<file path="config.mk">
export PLATFORM = sky130hd
export DESIGN_NAME = pc_ctrl_seq_flat
export DESIGN_NICKNAME = d
export VERILOG_FILES = /design/src/rtl/pc_ctrl_seq_if.sv /design/src/rtl/pc_ctrl_seq.sv /design/src/flat_wrapper.sv
export SDC_FILE = /design/constraint.sdc
export NUM_CORES = 1
export LEC_CHECK = 0
export CORE_MARGIN = 2
export CORE_UTILIZATION = 50
export CTS_BUF_LIST = sky130_fd_sc_hd__clkbuf_16
export DETAILED_ROUTE_END_ITERATION = 10
export PLACE_DENSITY = 0.87
export SYNTH_ARGS = -nofsm -noshare
export SYNTH_HDL_FRONTEND = slang
export SYNTH_SLANG_ARGS = --single-unit
</file>
<file path="constraint.sdc">
create_clock -name clk -period 2.2 [get_ports clk]
set_input_delay 0.33 -clock clk [delete_from_list [all_inputs] [get_ports clk]]
set_output_delay 0.33 -clock clk [all_outputs]
set_load 0.01 [all_outputs]
</file>
<file path="src/rtl/pc_ctrl_seq_if.sv">
// Control bus between the tiny-RISC sequencer and its datapath/memory.
// master = sequencer (drives strobes), slave = datapath side (drives status).
interface pc_ctrl_seq_if;
  logic       run;
  logic [1:0] dr_opcode;
  logic       mem_rdy;

  logic       pc_clr;
  logic       pc_load;
  logic       pc_inc;
  logic       ar_load;
  logic       ar_sel;
  logic       mem_rd;
  logic       dr_load;
  logic       ir_load;
  logic       ac_clr;
  logic       ac_load;
  logic       ac_inc;
  logic       alu_op;
  logic       err;
  logic [3:0] state;

  modport master (
    input  run, dr_opcode, mem_rdy,
    output pc_clr, pc_load, pc_inc, ar_load, ar_sel, mem_rd, dr_load,
           ir_load, ac_clr, ac_load, ac_inc, alu_op, err, state
  );

  modport slave (
    output run, dr_opcode, mem_rdy,
    input  pc_clr, pc_load, pc_inc, ar_load, ar_sel, mem_rd, dr_load,
           ir_load, ac_clr, ac_load, ac_inc, alu_op, err, state
  );
endinterface

</file>
<file path="src/rtl/pc_ctrl_seq.sv">
// Fetch/decode/execute sequencer for the tiny RISC: sole PC master, drives AR/DR/IR/AC
// strobes and memory reads, with a bounded wait on mem_rdy that halts on timeout.
module pc_ctrl_seq #(
  parameter int ADDR_W  = 6,
  parameter int TIMEOUT = 15
) (
  input  logic          clk,
  input  logic          clr_n,
  pc_ctrl_seq_if.master bus
);

  if (ADDR_W < 1 || TIMEOUT < 1 || TIMEOUT > 255) begin : g_bad_param
    $error("pc_ctrl_seq: ADDR_W must be >= 1 and TIMEOUT in 1..255");
  end

  typedef enum logic [3:0] {
    S_RST    = 4'd0,
    S_FETCH1 = 4'd1,
    S_FETCH2 = 4'd2,
    S_FETCH3 = 4'd3,
    S_ADD1   = 4'd4,
    S_ADD2   = 4'd5,
    S_AND1   = 4'd6,
    S_AND2   = 4'd7,
    S_JMP1   = 4'd8,
    S_INC1   = 4'd9,
    S_HALT   = 4'd15
  } state_t;

  // Last permitted wait cycle: mem_rdy still low here means the read has timed out.
  localparam logic [7:0] WAIT_LAST = 8'(TIMEOUT - 1);

  state_t     r_state;
  state_t     w_state_nxt;
  logic [7:0] r_wait_cnt;
  logic [7:0] w_wait_nxt;
  logic       r_err;
  logic       w_err_nxt;
  logic       w_timeout;

  assign w_timeout = (r_wait_cnt == WAIT_LAST);

  always_ff @(posedge clk) begin
    if (!clr_n) begin
      r_state    <= S_RST;
      r_wait_cnt <= 8'd0;
      r_err      <= 1'b0;
    end else begin
      r_state    <= w_state_nxt;
      r_wait_cnt <= w_wait_nxt;
      r_err      <= w_err_nxt;
    end
  end

  always_comb begin
    w_state_nxt = r_state;
    w_err_nxt   = r_err;
    w_wait_nxt  = r_wait_cnt;
    bus.pc_clr  = 1'b0;
    bus.pc_load = 1'b0;
    bus.pc_inc  = 1'b0;
    bus.ar_load = 1'b0;
    bus.ar_sel  = 1'b0;
    bus.mem_rd  = 1'b0;
    bus.dr_load = 1'b0;
    bus.ir_load = 1'b0;
    bus.ac_clr  = 1'b0;
    bus.ac_load = 1'b0;
    bus.ac_inc  = 1'b0;
    bus.alu_op  = 1'b0;

    case (r_state)
      S_RST: begin
        bus.pc_clr  = 1'b1;
        bus.ac_clr  = 1'b1;
        w_state_nxt = S_FETCH1;
      end
      S_FETCH1: begin
        if (bus.run) begin
          bus.ar_load = 1'b1;
          w_state_nxt = S_FETCH2;
        end
      end
      S_FETCH2: begin
        bus.mem_rd = 1'b1;
        if (bus.mem_rdy) begin
          bus.dr_load = 1'b1;
          bus.pc_inc  = 1'b1;
          w_state_nxt = S_FETCH3;
        end else if (w_timeout) begin
          w_state_nxt = S_HALT;
          w_err_nxt   = 1'b1;
        end
      end
      S_FETCH3: begin
        bus.ir_load = 1'b1;
        bus.ar_load = 1'b1;
        bus.ar_sel  = 1'b1;
        case (bus.dr_opcode)
          2'b00:   w_state_nxt = S_ADD1;
          2'b01:   w_state_nxt = S_AND1;
          2'b10:   w_state_nxt = S_JMP1;
          default: w_state_nxt = S_INC1;
        endcase
      end
      S_ADD1, S_AND1: begin
        bus.mem_rd = 1'b1;
        if (bus.mem_rdy) begin
          bus.dr_load = 1'b1;
          w_state_nxt = (r_state == S_ADD1) ? S_ADD2 : S_AND2;
        end else if (w_timeout) begin
          w_state_nxt = S_HALT;
          w_err_nxt   = 1'b1;
        end
      end
      S_ADD2: begin
        bus.ac_load = 1'b1;
        w_state_nxt = S_FETCH1;
      end
      S_AND2: begin
        bus.ac_load = 1'b1;
        bus.alu_op  = 1'b1;
        w_state_nxt = S_FETCH1;
      end
      S_JMP1: begin
        bus.pc_load = 1'b1;
        w_state_nxt = S_FETCH1;
      end
      S_INC1: begin
        bus.ac_inc  = 1'b1;
        w_state_nxt = S_FETCH1;
      end
      S_HALT: begin
        w_state_nxt = S_HALT;
      end
      default: begin
        // Unused encodings are treated as a corrupted sequencer.
        w_state_nxt = S_HALT;
        w_err_nxt   = 1'b1;
      end
    endcase

    if (w_state_nxt != r_state) begin
      w_wait_nxt = 8'd0;
    end else if (bus.mem_rd && !bus.mem_rdy) begin
      w_wait_nxt = r_wait_cnt + 8'd1;
    end
  end

  assign bus.err   = r_err;
  assign bus.state = r_state;

endmodule

</file>
<file path="src/flat_wrapper.sv">
// flat-port wrapper written by rule: the top's interface ports become plain ports
module pc_ctrl_seq_flat 
#(
  parameter int ADDR_W  = 6,
  parameter int TIMEOUT = 15
)
  (clk, clr_n, bus_run, bus_dr_opcode, bus_mem_rdy, bus_pc_clr, bus_pc_load, bus_pc_inc, bus_ar_load, bus_ar_sel, bus_mem_rd, bus_dr_load, bus_ir_load, bus_ac_clr, bus_ac_load, bus_ac_inc, bus_alu_op, bus_err, bus_state);
  pc_ctrl_seq_if bus_i ();
  input  logic clk;
  input  logic clr_n;
  input wire logic [$bits(bus_i.run)-1:0] bus_run;
  input wire logic [$bits(bus_i.dr_opcode)-1:0] bus_dr_opcode;
  input wire logic [$bits(bus_i.mem_rdy)-1:0] bus_mem_rdy;
  output wire logic [$bits(bus_i.pc_clr)-1:0] bus_pc_clr;
  output wire logic [$bits(bus_i.pc_load)-1:0] bus_pc_load;
  output wire logic [$bits(bus_i.pc_inc)-1:0] bus_pc_inc;
  output wire logic [$bits(bus_i.ar_load)-1:0] bus_ar_load;
  output wire logic [$bits(bus_i.ar_sel)-1:0] bus_ar_sel;
  output wire logic [$bits(bus_i.mem_rd)-1:0] bus_mem_rd;
  output wire logic [$bits(bus_i.dr_load)-1:0] bus_dr_load;
  output wire logic [$bits(bus_i.ir_load)-1:0] bus_ir_load;
  output wire logic [$bits(bus_i.ac_clr)-1:0] bus_ac_clr;
  output wire logic [$bits(bus_i.ac_load)-1:0] bus_ac_load;
  output wire logic [$bits(bus_i.ac_inc)-1:0] bus_ac_inc;
  output wire logic [$bits(bus_i.alu_op)-1:0] bus_alu_op;
  output wire logic [$bits(bus_i.err)-1:0] bus_err;
  output wire logic [$bits(bus_i.state)-1:0] bus_state;
  assign bus_i.run = bus_run;
  assign bus_i.dr_opcode = bus_dr_opcode;
  assign bus_i.mem_rdy = bus_mem_rdy;
  assign bus_pc_clr = bus_i.pc_clr;
  assign bus_pc_load = bus_i.pc_load;
  assign bus_pc_inc = bus_i.pc_inc;
  assign bus_ar_load = bus_i.ar_load;
  assign bus_ar_sel = bus_i.ar_sel;
  assign bus_mem_rd = bus_i.mem_rd;
  assign bus_dr_load = bus_i.dr_load;
  assign bus_ir_load = bus_i.ir_load;
  assign bus_ac_clr = bus_i.ac_clr;
  assign bus_ac_load = bus_i.ac_load;
  assign bus_ac_inc = bus_i.ac_inc;
  assign bus_alu_op = bus_i.alu_op;
  assign bus_err = bus_i.err;
  assign bus_state = bus_i.state;
  pc_ctrl_seq #(.ADDR_W(ADDR_W), .TIMEOUT(TIMEOUT)) u_core (.clk(clk), .clr_n(clr_n), .bus(bus_i));
endmodule
</file>
==> results of run 1 <==
[critical path, delay by kind of cell, from the launching register on]
| family | cells | cell delay [ns] |
|---|---|---|
| simple gates | 2 | 0.63 |
| buf+inv | 1 | 0.58 |
| flops | 1 | 0.30 |
[synth_stat cells]
cell,number
a21o_1,1
a21boi_0,1
and2_1,2
o32ai_2,1
xnor2_1,7
inv_1,4
ha_1,2
or2_2,1
o21ai_0,4
nor2_1,16
clkbuf_1,6
dfxtp_1,13
nor3_2,1
and3_1,4
nor3_1,5
nand2b_1,2
o21bai_1,1
buf_4,2
nor4bb_1,1
nand3_1,2
nand2_1,7
a31o_2,1
a21oi_1,7
nand4_1,1
a211oi_2,2
a22oi_1,1
buf_6,1
or4b_1,1
nor4_1,4
nor4b_1,1
nand4b_1,2
o31ai_1,1
a31oi_1,3
nor2b_1,1
[cells by family after synthesis]
family	after synthesis
buf+inv	13
flops	13
xor+xnor	7
compound gates	23
simple gates	51
fa+ha+maj	2
[per-stage QoR]
step                total power, mW  instances  hold slack, ns   util  instance area [sq um]
finish                        0.712        148           0.468  0.752                   1160
global placement              0.385        144           0.445  0.700                   1080
CTS                           0.717        148           0.467  0.752                   1160
global route                  0.744        148           0.484  0.752                   1160
detailed placement            0.388        144           0.452  0.700                   1080
floorplan                     0.332        109           0.443      -                    843
[layout make-up]
| type | count | area [sq um] |
|---|---|---|
| Multi-Input combinational cell | 83 | 519 |
| Fill cell | 112 | 383 |
| Timing Repair Buffer | 28 | 265 |
| Sequential cell | 13 | 260 |
| Clock buffer | 3 | 75.1 |
| Tap cell | 16 | 20.0 |
| Inverter | 4 | 15.0 |
| Clock inverter | 1 | 3.75 |
[power breakdown]
part	internal, mW	switching [mW]
sequential	0.241	0.00315
combinational	0.0668	0.0746
clock	0.238	0.0876
[cells in the final DEF (no fill, tap or decap)]
cell             synthesis  routed
a211oi_2                 2       2
a21boi_0                 1       1
a21o_1                   1       1
a21oi_1                  7       7
a22oi_1                  1       1
a31o_2                   1       1
a31oi_1                  3       3
and2_1                   2       2
and3_1                   4       4
buf_4                    2       6
clkbuf_16                0       3
clkdlybuf4s50_1          0      22
dfxtp_1                 13      13
ha_1                     2       2
inv_1                    4       5
nand2_1                  7       7
nand2b_1                 2       2
nand3_1                  2       2
nand4_1                  1       1
nand4b_1                 2       2
nor2_1                  16      16
nor2b_1                  1       1
nor3_1                   5       5
nor3_2                   1       1
nor4_1                   4       4
nor4b_1                  1       1
nor4bb_1                 1       1
o21ai_0                  4       4
o21bai_1                 1       1
o31ai_1                  1       1
o32ai_2                  1       1
or2_2                    1       1
or4b_1                   1       1
xnor2_1                  7       7
[sequential cells by signal (all words and copies together) (netlist names)]
signal             flops
u_core.bus.err         1
u_core.bus.state       4
u_core.r_wait_cnt      8
[worst paths after layout]
| path | from | end | depth (start not counted) |
|---|---|---|---|
| worst max-delay path | u_core.bus.state[0] | bus_ac_clr | 3 |
| worst min-delay path | u_core.bus.err | u_core.bus.err | 2 |
| worst max register to register | u_core.r_wait_cnt[4] | u_core.r_wait_cnt[6] | 4 |
| worst min register to register | u_core.bus.err | u_core.bus.err | 2 |
[metal layers]
metal,vias up,wire length (microns),GRT usage
met5,-,0,0
met4,0,40,0.0706
met3,6,173,0.0880
met2,38,933,0.374
met1,388,906,0.297
li1,435,-,-
==> impl_metrics.env, run 1 <==
export IMPL_cts_root_buf="clkbuf_16"
export IMPL_clk_pin_slew_ns=0.04
export IMPL_grt_pass1_wl_microns=3420
export IMPL_tns_ns=0
export IMPL_initial_core_util=0.547
export IMPL_post_cts_setup_buffers=0
export IMPL_viasPerCell=5.86
export IMPL_cts_repair_resized=0
export IMPL_synth_xor_area_frac=0.0727
export IMPL_setup_violations=0
export IMPL_area_growth_pct=37.4
export IMPL_yosys_warnings=0
export IMPL_cts_buffers=3
export IMPL_start_kind="flip-flop"
export IMPL_synth_cells=109
export IMPL_groute_usage_overall=0.235
export IMPL_required_ns=1.87
export IMPL_drive_gt1_frac=0.114
export IMPL_fp_dieW_microns=45.1
export IMPL_ant_nets=0
export IMPL_grt_max_degree=16
export IMPL_wl_per_cell_microns=13.9
export IMPL_maxCapViolations=0
export IMPL_dp_final_hpwl_microns=1480
export IMPL_grt_overflow_total=0
export IMPL_postSynthRegisterBits=13
export IMPL_drv_slew=0
export IMPL_synth_nets=117
export IMPL_synthAdderAreaFrac=0.0297
export IMPL_arrival_ns=1.75
export IMPL_timing_final_crit_share=0.948
export IMPL_final_nets=141
export IMPL_htreeDepth=1
export IMPL_min_path_type="reg -> reg"
export IMPL_synthTopCellsByArea="dfxtp_1, xnor2_1, nor2_1"
export IMPL_yosys_area_top_type="dfxtp_1"
export IMPL_setup_ws_ns=0.115
export IMPL_max_freq_mhz=480
export IMPL_vdd_ir_drop_max_mv=0.647
export IMPL_rsz0062_at_grt="false"
export IMPL_crit_fanout=12
export IMPL_gp_congestion=0.877
export IMPL_min_period_ns=2.08
export IMPL_cts_sinks=13
export IMPL_synth_compound_area_frac=0.191
export IMPL_dr_total_vias=867
export IMPL_synth_top_family_by_area="simple AND/OR/NAND/NOR gates"
export IMPL_yosys_area_share_simple=0.322
export IMPL_fp_row_count=14
export IMPL_yosys_mux_area_fraction=0
export IMPL_io_buffers=22
export IMPL_synth_avg_cell_area_sq_um=7.74
export IMPL_worstSetupEndpointType="output pin"
export IMPL_wl_microns=2050
export IMPL_crit_chain="or2_2, nor3_1, clkdlybuf4s50_1"
export IMPL_grt_antenna_before_repair=0
export IMPL_syn_area_sq_um=843
export IMPL_cts_hold_buf=0
export IMPL_status="finished clean"
export IMPL_dieArea_sq_um=2030
export IMPL_antenna_cells=0
export IMPL_relSlewSlack=0.574
export IMPL_clock_path_buffers=2
export IMPL_synth_top_area_frac=0.309
export IMPL_cpPeakStageDelay_ns=0.58
export IMPL_finClkSkew_ns=0.00203
export IMPL_powerDensity_nw_per_um2=614
export IMPL_p_leak_nw=0.406
export IMPL_pre_cts_slack_ns=0.179
export IMPL_cts_tree="built"
export IMPL_drt_first_pass_iters=4
export IMPL_synth_cell_types=34
export IMPL_reg2reg_slack_ns=0.39
export IMPL_coreArea_sq_um=1540
export IMPL_finalHoldViolCount=0
export IMPL_ys_seq_area_frac=0.309
export IMPL_grt_pass1_vias=772
export IMPL_worst_pin_slew_ns=0.639
export IMPL_drc_errors=0
export IMPL_clk_insertion_delay_late_ns=0.24
export IMPL_path_class="reg -> out"
export IMPL_cpMaxStageDelayCell="clkdlybuf4s50_1"
export IMPL_drt_iter0_drc=24
export IMPL_io_pins=23
export IMPL_die_y_microns=45.1
Note: power is estimated with default switching activity, not from simulation.
==> run 2, diff against run 1 <==
--- a/config.mk
+++ b/config.mk
@@ -10,6 +10,7 @@
 export CTS_BUF_LIST = sky130_fd_sc_hd__clkbuf_16
 export DETAILED_ROUTE_END_ITERATION = 10
 export PLACE_DENSITY = 0.87
+export RECOVER_POWER = 100
 export SYNTH_ARGS = -nofsm -noshare
 export SYNTH_HDL_FRONTEND = slang
 export SYNTH_SLANG_ARGS = --single-unit
==> run 2 against run 1 <==
Non-clock buffer count unchanged. Clock-buffer cell count unchanged. Setup slack improved by 0.0015 ns. Global-route usage stayed put. Power is 0.62% lower. Register-to-register slack hardly changed.
==> impl_metrics.env, run 2 (synthesis results as in run 1) <==
export IMPL_final_nets=141
export IMPL_worstSetupEndpointType="output pin"
export IMPL_grt_overflow_total=0
export IMPL_cts_hold_buf=0
export IMPL_groute_usage_overall=0.235
export IMPL_relSlewSlack=0.580
export IMPL_finClkSkew_ns=0.00223
export IMPL_min_to="u_core.bus.err"
export IMPL_holdWs_ns=0.462
export IMPL_rsz0062_at_grt="false"
export IMPL_antenna_cells=0
export IMPL_seq_area_sq_um=260
export IMPL_final_cell_count_no_fill=148
export IMPL_final_common_cell="nor2_1"
export IMPL_clk_insertion_delay_late_ns=0.24
export IMPL_cts_tree="built"
export IMPL_dr_total_vias=853
export IMPL_fp_dieW_microns=45.1
export IMPL_htreeDepth=1
export IMPL_min_period_ns=2.08
export IMPL_ant_nets=0
export IMPL_arrival_ns=1.75
export IMPL_setup_ws_ns=0.117
export IMPL_grt_pass1_vias=772
export IMPL_max_flop_register="u_core.r_wait_cnt"
export IMPL_whs_path_depth=2
export IMPL_setup_violations=0
export IMPL_path_class="reg -> out"
export IMPL_drt_iter0_drc=17
export IMPL_max_freq_mhz=480
export IMPL_reg2reg_slack_ns=0.38
export IMPL_min_path_type="reg -> reg"
export IMPL_io_buffers=22
export IMPL_status="finished clean"
export IMPL_p_leak_nw=0.428
export IMPL_cts_buffers=3
export IMPL_worst_pin_slew_ns=0.630
export IMPL_finalHoldViolCount=0
export IMPL_largest_reg_flops=8
export IMPL_multi_input_area_sq_um=514
export IMPL_cts_root_buf="clkbuf_16"
export IMPL_drt_first_pass_iters=4
export IMPL_wl_per_cell_microns=13.9
export IMPL_fp_row_count=14
export IMPL_cts_sinks=13
export IMPL_crit_fanout=12
export IMPL_place_area_sq_um=1080
export IMPL_grt_antenna_before_repair=0
export IMPL_io_pins=23
export IMPL_area_growth_pct=36.5
export IMPL_reg2reg_to="u_core.r_wait_cnt[1]"
export IMPL_tns_ns=0
export IMPL_vdd_ir_drop_max_mv=0.648
export IMPL_dieArea_sq_um=2030
export IMPL_cts_repair_resized=0
export IMPL_gp_congestion=0.877
export IMPL_pre_cts_slack_ns=0.179
export IMPL_drive_gt1_frac=0.106
export IMPL_die_y_microns=45.1
export IMPL_coreArea_sq_um=1540
export IMPL_fill_cells=114
export IMPL_powerDensity_nw_per_um2=615
export IMPL_dp_cells=144
export IMPL_maxCapViolations=0
export IMPL_fin_util=0.747
export IMPL_clk_pin_slew_ns=0.04
export IMPL_layout_common_cells="nor2_1, clkdlybuf4s50_1, dfxtp_1"
export IMPL_wl_microns=2060
export IMPL_drc_errors=0
export IMPL_initial_core_util=0.547
export IMPL_required_ns=1.87
export IMPL_worstHoldStart="u_core.bus.err"
export IMPL_grt_pass1_wl_microns=3420
export IMPL_clock_path_buffers=2
export IMPL_r2r_cells=5
export IMPL_timing_final_crit_share=0.947
export IMPL_start_kind="flip-flop"
export IMPL_viasPerCell=5.76
export IMPL_grt_max_degree=16
export IMPL_fin_area_sq_um=1150
export IMPL_dp_final_hpwl_microns=1480
export IMPL_drv_slew=0
export IMPL_r2r_start="u_core.bus.state[1]"
export IMPL_post_cts_setup_buffers=0
export IMPL_power_uw=707
[run 2: cell type report]
| class | count | area share |
|---|---|---|
| clock buffer | 3 | 0.0652 |
| clock inverter | 1 | 0.00326 |
| inverter | 4 | 0.0130 |
| multi-input combinational | 83 | 0.447 |
| sequential | 13 | 0.226 |
| tap | 16 | 0.0174 |
| timing repair buffer | 28 | 0.228 |
[run 2: routing by layer]
layer  up-vias  routed length (microns)  global-route usage  part of all wire
met3         6                      163              0.0880             0.079
met2        32                      923               0.374              0.45
met5         -                        0                   0                 0
met4         0                       40              0.0706             0.019
met1       381                      929               0.297              0.45
li1        434                        -                   -                 -
[run 2: worst max path at each step]
stage	slack, ns	from	depth (start not counted)	end
global route	0.04	u_core.bus.state[1]	4	bus_pc_inc
finish	0.12	u_core.bus.state[0]	3	bus_ac_clr
detailed placement	0.18	bus_run	5	u_core.r_wait_cnt[1]
CTS	0.1	u_core.bus.state[0]	3	bus_ac_clr
global placement	0.20	bus_mem_rdy	4	bus_dr_load
floorplan	0.52	u_core.bus.state[0]	4	bus_pc_clr
[run 2: report_power, final]
| group | internal (mW) | total, mW | switching [mW] |
|---|---|---|---|
| logic | 0.0629 | 0.137 | 0.0739 |
| clock network | 0.238 | 0.326 | 0.0878 |
| registers | 0.241 | 0.244 | 0.00307 |
[run 2: worst max-delay path, stage by stage, from the launching register on]
cell             delay, ns
dfxtp_1               0.30
or2_2                 0.40
nor3_1                0.23
clkdlybuf4s50_1       0.58
==> run 3, diff against run 2 <==
--- a/config.mk
+++ b/config.mk
@@ -11,6 +11,8 @@
 export DETAILED_ROUTE_END_ITERATION = 10
 export PLACE_DENSITY = 0.87
 export RECOVER_POWER = 100
+export SLEW_MARGIN = 20
 export SYNTH_ARGS = -nofsm -noshare
 export SYNTH_HDL_FRONTEND = slang
 export SYNTH_SLANG_ARGS = --single-unit
+export TNS_END_PERCENT = 10
==> results of run 3 <==
The final DEF is identical to that of run 2; final timing and power are the same.
